`src/rtl/rpn_seq.sv`:
```
// rpn_seq: key-driven RPN stack sequencer that works on an external
// register file. A debounced one-key press selects an op (bank chosen by
// mode). The op is carried out by a short FSM, and the top two stack
// entries are mirrored on top/next once it finishes.
module rpn_seq #(
  parameter int DEPTH = 8
) (
  input  logic        clk,
  input  logic        rst,
  input  logic [1:0]  mode,
  input  logic [3:0]  key,
  input  logic [15:0] val,
  output logic [2:0]  rf_raddr0,
  output logic [2:0]  rf_raddr1,
  input  logic [15:0] rf_rdata0,
  input  logic [15:0] rf_rdata1,
  output logic        rf_we,
  output logic [2:0]  rf_waddr,
  output logic [15:0] rf_wdata,
  output logic [15:0] top,
  output logic [15:0] next,
  output logic [7:0]  counter,
  output logic        busy
);

  typedef enum logic [2:0] {
    S_IDLE    = 3'd0,
    S_READ    = 3'd1,
    S_EXEC    = 3'd2,
    S_WB      = 3'd3,
    S_WB2     = 3'd4,
    S_REFRESH = 3'd5
  } state_t;

  typedef enum logic [3:0] {
    OP_PUSH = 4'd0,  OP_POP = 4'd1,  OP_DUP = 4'd2,  OP_CLR = 4'd3,
    OP_ADD  = 4'd4,  OP_SUB = 4'd5,  OP_AND = 4'd6,  OP_OR  = 4'd7,
    OP_SWAP = 4'd8,  OP_SHL = 4'd9,  OP_SHR = 4'd10, OP_NOP = 4'd11
  } op_t;

  // True when exactly one key is pulled low.
  function automatic logic one_low(input logic [3:0] k);
    logic r;
    case (k)
      4'b1110, 4'b1101, 4'b1011, 4'b0111: r = 1'b1;
      default:                            r = 1'b0;
    endcase
    return r;
  endfunction

  // Bank/key to op; mode 11 and unknown patterns decode to nop.
  function automatic op_t decode(input logic [1:0] m, input logic [3:0] k);
    op_t o;
    o = OP_NOP;
    case ({m, k})
      6'b00_1110: o = OP_PUSH;
      6'b00_1101: o = OP_POP;
      6'b00_1011: o = OP_DUP;
      6'b00_0111: o = OP_CLR;
      6'b01_1110: o = OP_ADD;
      6'b01_1101: o = OP_SUB;
      6'b01_1011: o = OP_AND;
      6'b01_0111: o = OP_OR;
      6'b10_1110: o = OP_SWAP;
      6'b10_1101: o = OP_SHL;
      6'b10_1011: o = OP_SHR;
      default:    o = OP_NOP;
    endcase
    return o;
  endfunction

  localparam logic [3:0] FULL = 4'(DEPTH);

  state_t      state_r, state_s;
  op_t         op_r, op_dec_s;
  logic [3:0]  sp_r;
  logic [3:0]  spm1_s, spm2_s;
  logic        armed_r, accept_s, fault_s, err_r, busy_r;
  logic [15:0] val_r, a_r, b_r, res_r, res_s;
  logic [15:0] top_r, next_r;

  assign op_dec_s = decode(mode, key);
  assign accept_s = (state_r == S_IDLE) && armed_r && one_low(key);
  assign spm1_s   = sp_r - 4'd1;
  assign spm2_s   = sp_r - 4'd2;

  assign top     = top_r;
  assign next    = next_r;
  assign busy    = busy_r;
  assign counter = {err_r, 3'b000, sp_r};

  // Depth check for the latched op: underflow or overflow both abort it.
  always_comb begin
    fault_s = 1'b0;
    case (op_r)
      OP_PUSH:                        fault_s = (sp_r == FULL);
      OP_POP:                         fault_s = (sp_r == 4'd0);
      OP_DUP:                         fault_s = (sp_r == 4'd0) || (sp_r == FULL);
      OP_ADD, OP_SUB, OP_AND, OP_OR,
      OP_SWAP, OP_SHL, OP_SHR:        fault_s = (sp_r < 4'd2);
      default:                        fault_s = 1'b0;
    endcase
  end

  // Binary result, next (B) op top (A), 16-bit wrap-around.
  always_comb begin
    res_s = 16'h0000;
    case (op_r)
      OP_ADD:  res_s = b_r + a_r;
      OP_SUB:  res_s = b_r - a_r;
      OP_AND:  res_s = b_r & a_r;
      OP_OR:   res_s = b_r | a_r;
      OP_SHL:  res_s = b_r << a_r[3:0];
      OP_SHR:  res_s = b_r >> a_r[3:0];
      default: res_s = 16'h0000;
    endcase
  end

  // FSM state register.
  always_ff @(posedge clk or negedge rst) begin
    if (!rst) begin
      state_r <= S_IDLE;
    end else begin
      state_r <= state_s;
    end
  end

  // FSM next-state logic; clear/nop skip the operand read.
  always_comb begin
    state_s = state_r;
    case (state_r)
      S_IDLE: begin
        if (accept_s) begin
          if (op_dec_s == OP_CLR || op_dec_s == OP_NOP) state_s = S_WB;
          else                                          state_s = S_READ;
        end else begin
          state_s = S_IDLE;
        end
      end
      S_READ:    state_s = S_EXEC;
      S_EXEC:    state_s = fault_s ? S_REFRESH : S_WB;
      S_WB:      state_s = (op_r == OP_SWAP) ? S_WB2 : S_REFRESH;
      S_WB2:     state_s = S_REFRESH;
      S_REFRESH: state_s = S_IDLE;
      default:   state_s = S_IDLE;
    endcase
  end

  // FSM outputs: read addresses track sp, write port is active in WB/WB2 only.
  always_comb begin
    rf_raddr0 = spm1_s[2:0];
    rf_raddr1 = spm2_s[2:0];
    rf_we     = 1'b0;
    rf_waddr  = 3'd0;
    rf_wdata  = 16'h0000;
    case (state_r)
      S_WB: begin
        case (op_r)
          OP_PUSH: begin rf_we = 1'b1; rf_waddr = sp_r[2:0];   rf_wdata = val_r; end
          OP_DUP:  begin rf_we = 1'b1; rf_waddr = sp_r[2:0];   rf_wdata = a_r;   end
          OP_SWAP: begin rf_we = 1'b1; rf_waddr = spm1_s[2:0]; rf_wdata = b_r;   end
          OP_ADD, OP_SUB, OP_AND, OP_OR, OP_SHL, OP_SHR: begin
            rf_we = 1'b1; rf_waddr = spm2_s[2:0]; rf_wdata = res_r;
          end
          default: rf_we = 1'b0;
        endcase
      end
      S_WB2: begin
        rf_we    = 1'b1;
        rf_waddr = spm2_s[2:0];
        rf_wdata = a_r;
      end
      default: rf_we = 1'b0;
    endcase
  end

  // Press arming: re-armed only by an all-released key sample.
  always_ff @(posedge clk or negedge rst) begin
    if (!rst) begin
      armed_r <= 1'b0;
    end else if (accept_s) begin
      armed_r <= 1'b0;
    end else if (key == 4'b1111) begin
      armed_r <= 1'b1;
    end else begin
      armed_r <= armed_r;
    end
  end

  // Datapath: op latch, operand fetch, result, sp/err update, top/next refresh.
  always_ff @(posedge clk or negedge rst) begin
    if (!rst) begin
      op_r   <= OP_NOP;
      val_r  <= 16'h0000;
      a_r    <= 16'h0000;
      b_r    <= 16'h0000;
      res_r  <= 16'h0000;
      sp_r   <= 4'd0;
      err_r  <= 1'b0;
      top_r  <= 16'h0000;
      next_r <= 16'h0000;
      busy_r <= 1'b0;
    end else begin
      busy_r <= (state_s != S_IDLE);
      case (state_r)
        S_IDLE: begin
          if (accept_s) begin
            op_r  <= op_dec_s;
            val_r <= val;
          end
        end
        S_READ: begin
          a_r <= rf_rdata0;
          b_r <= rf_rdata1;
        end
        S_EXEC: begin
          res_r <= res_s;
          err_r <= fault_s;
        end
        S_WB: begin
          case (op_r)
            OP_PUSH, OP_DUP:                        sp_r <= sp_r + 4'd1;
            OP_POP, OP_ADD, OP_SUB, OP_AND, OP_OR,
            OP_SHL, OP_SHR:                         sp_r <= spm1_s;
            OP_CLR: begin sp_r <= 4'd0; err_r <= 1'b0; end
            OP_NOP: err_r <= 1'b0;
            default: sp_r <= sp_r;
          endcase
        end
        S_REFRESH: begin
          top_r  <= (sp_r >= 4'd1) ? rf_rdata0 : 16'h0000;
          next_r <= (sp_r >= 4'd2) ? rf_rdata1 : 16'h0000;
        end
        default: sp_r <= sp_r;
      endcase
    end
  end

endmodule

```
`config.mk`:
```
export PLATFORM = sky130hd
export DESIGN_NAME = rpn_seq
export DESIGN_NICKNAME = d
export VERILOG_FILES = /design/src/rtl/rpn_seq.sv
export SDC_FILE = /design/constraint.sdc
export NUM_CORES = 1
export LEC_CHECK = 0
export BUFFER_PORTS_ARGS = -buffer_cell sky130_fd_sc_hd__buf_2
export CAP_MARGIN = 5
export CORE_ASPECT_RATIO = 1.1
export CORE_MARGIN = 8
export CORE_UTILIZATION = 40
export CTS_CLUSTER_SIZE = 30
export DETAILED_ROUTE_END_ITERATION = 10
export GPL_ROUTABILITY_DRIVEN = 0
export PLACE_DENSITY_LB_ADDON = 0.12
export SYNTH_ARGS = -nofsm -noshare
export SYNTH_HDL_FRONTEND = slang
export SYNTH_SLANG_ARGS = --single-unit
export TNS_END_PERCENT = 5
```
`constraint.sdc`:
```
create_clock -name clk -period 4 [get_ports clk]
set_input_delay 0.6 -clock clk [delete_from_list [all_inputs] [get_ports clk]]
set_output_delay 0.6 -clock clk [all_outputs]
set_load 0.05 [all_outputs]
```
After elaboration in Yosys (flattened, before gate mapping)
Index checks and enable logic that the tools add are counted.

storage, ports and cells
  register bits after elaboration = 110
  input port bits = 56
  word-level logic and storage cells = 103

operators by class
  shifts and indexed selects = 2
  eq/ne operators = 36
  reductions and logical operators = 21
  add/subtract/negate cells = 5
  $lt $le $gt $ge = 3
  bitwise operators = 2
  muxes and demuxes = 22

operators by type and width
  cell                  count
  $pmux W16 S6          1
  $pmux W16 S4          1
  $pmux W4 S11          1
  $eq A4 B4 Y1 const B  10
  $mux W16              2
  $pmux W16 S2          1
  $eq A6 B5 Y1 const B  4
  $eq A4 B3 Y1 const B  5
  $eq A6 B4 Y1 const B  3
  $eq A6 B6 Y1 const B  3
  $add A16 B16 Y16      1
  $and A16 B16 Y16      1
  $or A16 B16 Y16       1
  $shl A16 B4 Y16       1
  $shr A16 B4 Y16       1
  $sub A16 B16 Y16      1
  $pmux W3 S5           1
  $reduce_or A7 Y1      2
  $eq A4 B2 Y1 const B  3
  $pmux W4 S3           1
  $pmux W3 S3           1
  $reduce_or A9 Y1      1
  $logic_not A4 Y1      2
  $eq A3 B2 Y1 const B  2
  other kinds (26)      41

Logic depth before layout (Yosys ltp)
  word-level depth = 8
  mapped depth = 16

Worst setup path after synthesis
No wires, ideal clock.

  path type = flip-flop to output port
  start point = reg sp_r[0]
  end point = out rf_waddr[1]
  arrival = 3,069 ps
  setup slack = 331 ps
  stages on the path, launching flop included = 11
  path through = dfrtp_1 -> clkbuf_1 -> inv_1 -> ha_1 -> inv_1 -> o21ai_0 -> o22ai_1 -> a22oi_1 -> o22ai_1 -> nand2_1 -> o21ai_0

between the ends
  longest elaborated chain between the ends = 3
  elaborated cells between the ends (all ways) = 4
  those cells by class = add/sub: 2; mux: 2

ends and longest elaborated chain
  what                      line  RTL
  start: declaration        76    logic [3:0] sp_r;
  start signal: assignment  222   OP_PUSH, OP_DUP: sp_r <= sp_r + 4'd1;
  start signal: assignment  224   OP_SHL, OP_SHR: sp_r <= spm1_s;
  start signal: assignment  227   default: sp_r <= sp_r;
  $sub A4 B1 Y4             84    assign spm1_s = sp_r - 4'd1;
  net rf_raddr0[1]          13    output logic [2:0] rf_raddr0,
  $pmux W3 S3               158   case (op_r)
  $pmux W3 S2               156   case (state_r)
  end: declaration          18    output logic [2:0] rf_waddr,

The timed path passes the listed nets, and every way through them passes these cells.

Final worst setup path
  start point = reg op_r[3]
  end point = out rf_wdata[14]

between the ends
  longest elaborated chain between the ends = 4
  elaborated cells between the ends (all ways) = 12
  those cells by class = eq/ne: 8; mux: 2; reduce/logical: 2

ends and longest elaborated chain
  what                                                 line  RTL
  start: declaration                                   75    op_t op_r, op_dec_s;
  start signal: assignment                             208   op_r <= op_dec_s;
  $eq A4 B3 Y1 / $eq A4 B4 Y1 (equally long branches)  158
  $reduce_or A6 Y1                                     158
  $pmux W16 S4 *                                       158
  $pmux W16 S2 *                                       156
  end: declaration                                     19    output logic [15:0] rf_wdata,

Mark *: on every way between the ends. The rest lies on a longest branch, timed or not.

==> run_results.csv <==
group,metric,value,unit
sta,fin_worst_hold_slack,0.330,ns
routing,drtIter0Drc,692,
logic_synthesis,syn_inst,845,
cts,post_cts_buffers,0,
logic_synthesis,synthFlopType,"dfrtp_1",
pwr,power_density,1060,nW/um2
global_routing,grt.overflow.total,0,
finish,syn2layout_area_growth,14.2,%
worst_setup_path,cp_num_cells,5,
pwr,p_total,9.39,mW
cts,root_buffer,"clkbuf_16",
sta,tightest_slew,1.17,ns
worst_setup_path,rrSetupSlack,0.68,ns
routing,drc_errors,0,
sta,max_freq,269,MHz
logic_synthesis,synth_area_leaders,"dfrtp_1 34%, mux2_2 8.1%, mux2i_1 4.6%, o21ai_0 4.5%, ha_1 4.3%",
logic_synthesis,synthTopCellsByCount,"107 x dfrtp_1, 85 x nand2_1, 70 x o21ai_0",
finish,design_area,8870,um2
finish,antennaDiodeCount,0,
placement,post_dp_cell_area,8570,um2
sta,finalMaxSlewViolations,0,
sta,skew,0.00946,ns
worst_setup_path,worst-path-buf-inv,2,
pwr,peakVddDrop,0.000443,V
worst_setup_path,r2r-end,"res_r[5]",
worst_setup_path,path_delay_family,"compound AO/OA/AOI/OAI gates",
routing,drtAntennaViolNets,0,
pwr,sw_frac_of_total,53.9,%
outcome,outcome,"finished, final reports clean",
routing,wl_per_cell,22.7,um
floorplanning,dieArea,24100,um2
floorplanning,die_h,162,um
pwr,power.internal,4.33,mW
finish,fin_util,46.4,%
finish,drive_above_1_share,25.7,%
finish,fin_cells,1189,
sta,fin_crit_sh,92.9,%
worst_setup_path,crit_path_cell_trace,"and2b_1 > o41ai_2 > buf_4 > o21ai_0 > buf_2",
floorplanning,coreArea,19100,um2
cts,clk_pin_slew_worst_paths,0.08,ns
worst_setup_path,critical_path.max_fanout,16,
pwr,combPwrFrac,64.0,%
logic_synthesis,synth_enable_flop_cells,0,
worst_setup_path,critical_path.slowest_cell,"o41ai_2",
min_path,hp-class,"in2async",
placement,dp_cells,1173,
floorplanning,start_util,40.7,%
placement,io_buffers,119,
finish,nets,1021,
sta,rsz0062_at_grt,"no",
global_routing,grt_pass1_wl,41800,um
global_routing,grt_usage,22.2,%
cts,clock_latency,0.36,ns
logic_synthesis,async_flop_share,100,%
cts,cts_resized,0,
routing,wirelength,27000,um
logic_synthesis,yosys.area.top_type,"dfrtp_1",
logic_synthesis,synth_top_cell_area_share,34.5,%
logic_synthesis,synth_area,7770,um2
floorplanning,die_w,149,um
worst_setup_path,max_stage_delay,0.94,ns
worst_setup_path,reg2reg_depth,10,
worst_setup_path,end_kind,"primary output",
sta,final.setup.worst_slack,0.285,ns
routing,dr_total_vias,7191,
pwr,seqPwrFrac,26.1,%
cts,cts_htree_levels,3,
routing,via_per_inst,6.05,
worst_setup_path,cp-endpoint,"rf_wdata[14]",
cts,cts-buffers-inserted,9,
global_routing,antenna_found_initial,0,
routing,firstDrtPassIters,5,
worst_setup_path,reg2reg_from,"op_r[2]",
finish,fillCellCount,1918,
sta,setup_viol,0,
cts,postCtsHoldBufs,0,
logic_synthesis,ys_types,77,
worst_setup_path,startpoint_type,"flip-flop",
logic_synthesis,yosysMostFrequentCell,"dfrtp_1",
pwr,power_switching,5.07,mW
placement,place_ws,0.677,ns
worst_setup_path,critPathLaunch,"op_r[3]",
logic_synthesis,synth-seq-cells,110,
sta,finalHoldViolations,0,
sta,final.setup.tns,0,ns
floorplanning,pin_count,123,
logic_synthesis,syn_avg_cell_area,9.19,um2
pwr,leakage,3.89,nW
logic_synthesis,yosys_warnings,0,
sta,relSlewSlack,21.1,%
placement,dp_hpwl,20100,um
worst_setup_path,worstSetupPathType,"reg2out",
cts,cts_buffer_depth,2,
pwr,p_clk_share,9.9,%
worst_setup_path,crit_arrival,3.11,ns
logic_synthesis,yosysSeqAreaShare,35.5,%
run,maxCapViolCount,0,
global_routing,grt_start_max_net_pins,63,
global_routing,grt_pass1_vias,6988,
worst_setup_path,cp.required,3.40,ns
cts,clock_sinks,110,
sta,min_period,3.71,ns
cts,cts_tree,"yes",
floorplanning,rows,53,
[metal layers]
layer / share of wire [%] / track usage (%) / vias to the layer above / routed length (um)
li1: - / - / 3327 / -
met1: 46 / 30.9 / 3519 / 12500
met2: 44 / 34.0 / 296 / 11900
met3: 6.9 / 4.26 / 49 / 1870
met4: 2.8 / 7.40 / 0 / 759
met5: 0 / 0 / - / 0
[worst reg2reg max path, stage by stage (launching register included)]
cell       delay, ns
dfrtp_1         0.60
nand2b_1        0.17
nor2_1          0.35
mux2i_1         0.34
ha_1            0.28
nor2b_1         0.14
o2111ai_1       0.23
nand2_1         0.14
xor2_1          0.19
a2111oi_0       0.65
nor2_1          0.08
[state kept, by name, summed over array words and instances (netlist names)]
| signal | cells |
|---|---|
| a_r | 16 |
| b_r | 16 |
| next | 16 |
| res_r | 16 |
| top | 16 |
| val_r | 16 |
| op_r | 4 |
| sp_r | 4 |
| state_r | 3 |
| armed_r | 1 |
| busy | 1 |
| err_r | 1 |
[area by class of cell]
cell class / instances / area [um2] / share of cell area (%)
clock inverters: 5 / 50.0 / 0.564
clock buffers: 11 / 253 / 2.85
inverters: 18 / 67.6 / 0.762
flip-flops and latches: 110 / 2760 / 31.1
repair buffers: 144 / 798 / 9.00
well taps: 247 / 309 / 3.48
multi-input cells: 654 / 4640 / 52.3
[worst min-delay path by stage]
stage	from	endpoint	slack (ns)	depth (start not counted)
global route	rst	next[3]	0.39	1
global placement	res_r[3]	res_r[3]	0.47	2
detailed placement	res_r[3]	res_r[3]	0.48	2
finish	rst	next[3]	0.33	1
floorplan	rst	a_r[0]	0.30	0
CTS	rst	next[3]	0.38	1
[power groups by stage]
stage	Clock [mW]	Combinational, mW	Sequential, mW
detailed placement	0	5.97	2.44
finish	0.929	6.01	2.46
global route	0.982	6.51	2.51
global placement	0	5.96	2.45
CTS	0.942	5.98	2.43
floorplan	0	4.23	2.57
[cells in the final DEF, fill, tap and decap left out, types with 7 or more instances in the layout]
cell,count
o2111ai_1,9
nand2b_1,10
o21ai_0,70
a222oi_1,17
a221oi_1,9
nor3_1,18
buf_2,118
dfrtp_1,107
xnor2_1,20
a22o_1,34
mux2i_1,36
o211ai_1,9
a21oi_1,45
mux2_2,56
clkbuf_16,9
nand3_1,14
a31oi_1,7
inv_1,17
nor2_1,69
ha_1,27
nand2_1,85
o21ai_1,8
buf_4,25
xor2_1,11
[cells by family (layout without fill, tap and decap cells)]
kind of cell / count (synthesis) / count (layout) / share of synthesized area (%)
compound gates: 262 / 262 / 23.2
xor+xnor: 32 / 32 / 3.70
fa+ha+maj: 31 / 31 / 4.99
buf+inv: 83 / 178 / 5.09
flops: 110 / 110 / 35.5
mux: 96 / 96 / 13.8
other cells: 1 / 3 / 0.0483
simple gates: 230 / 230 / 13.7
(Power assumes the default switching activity.)
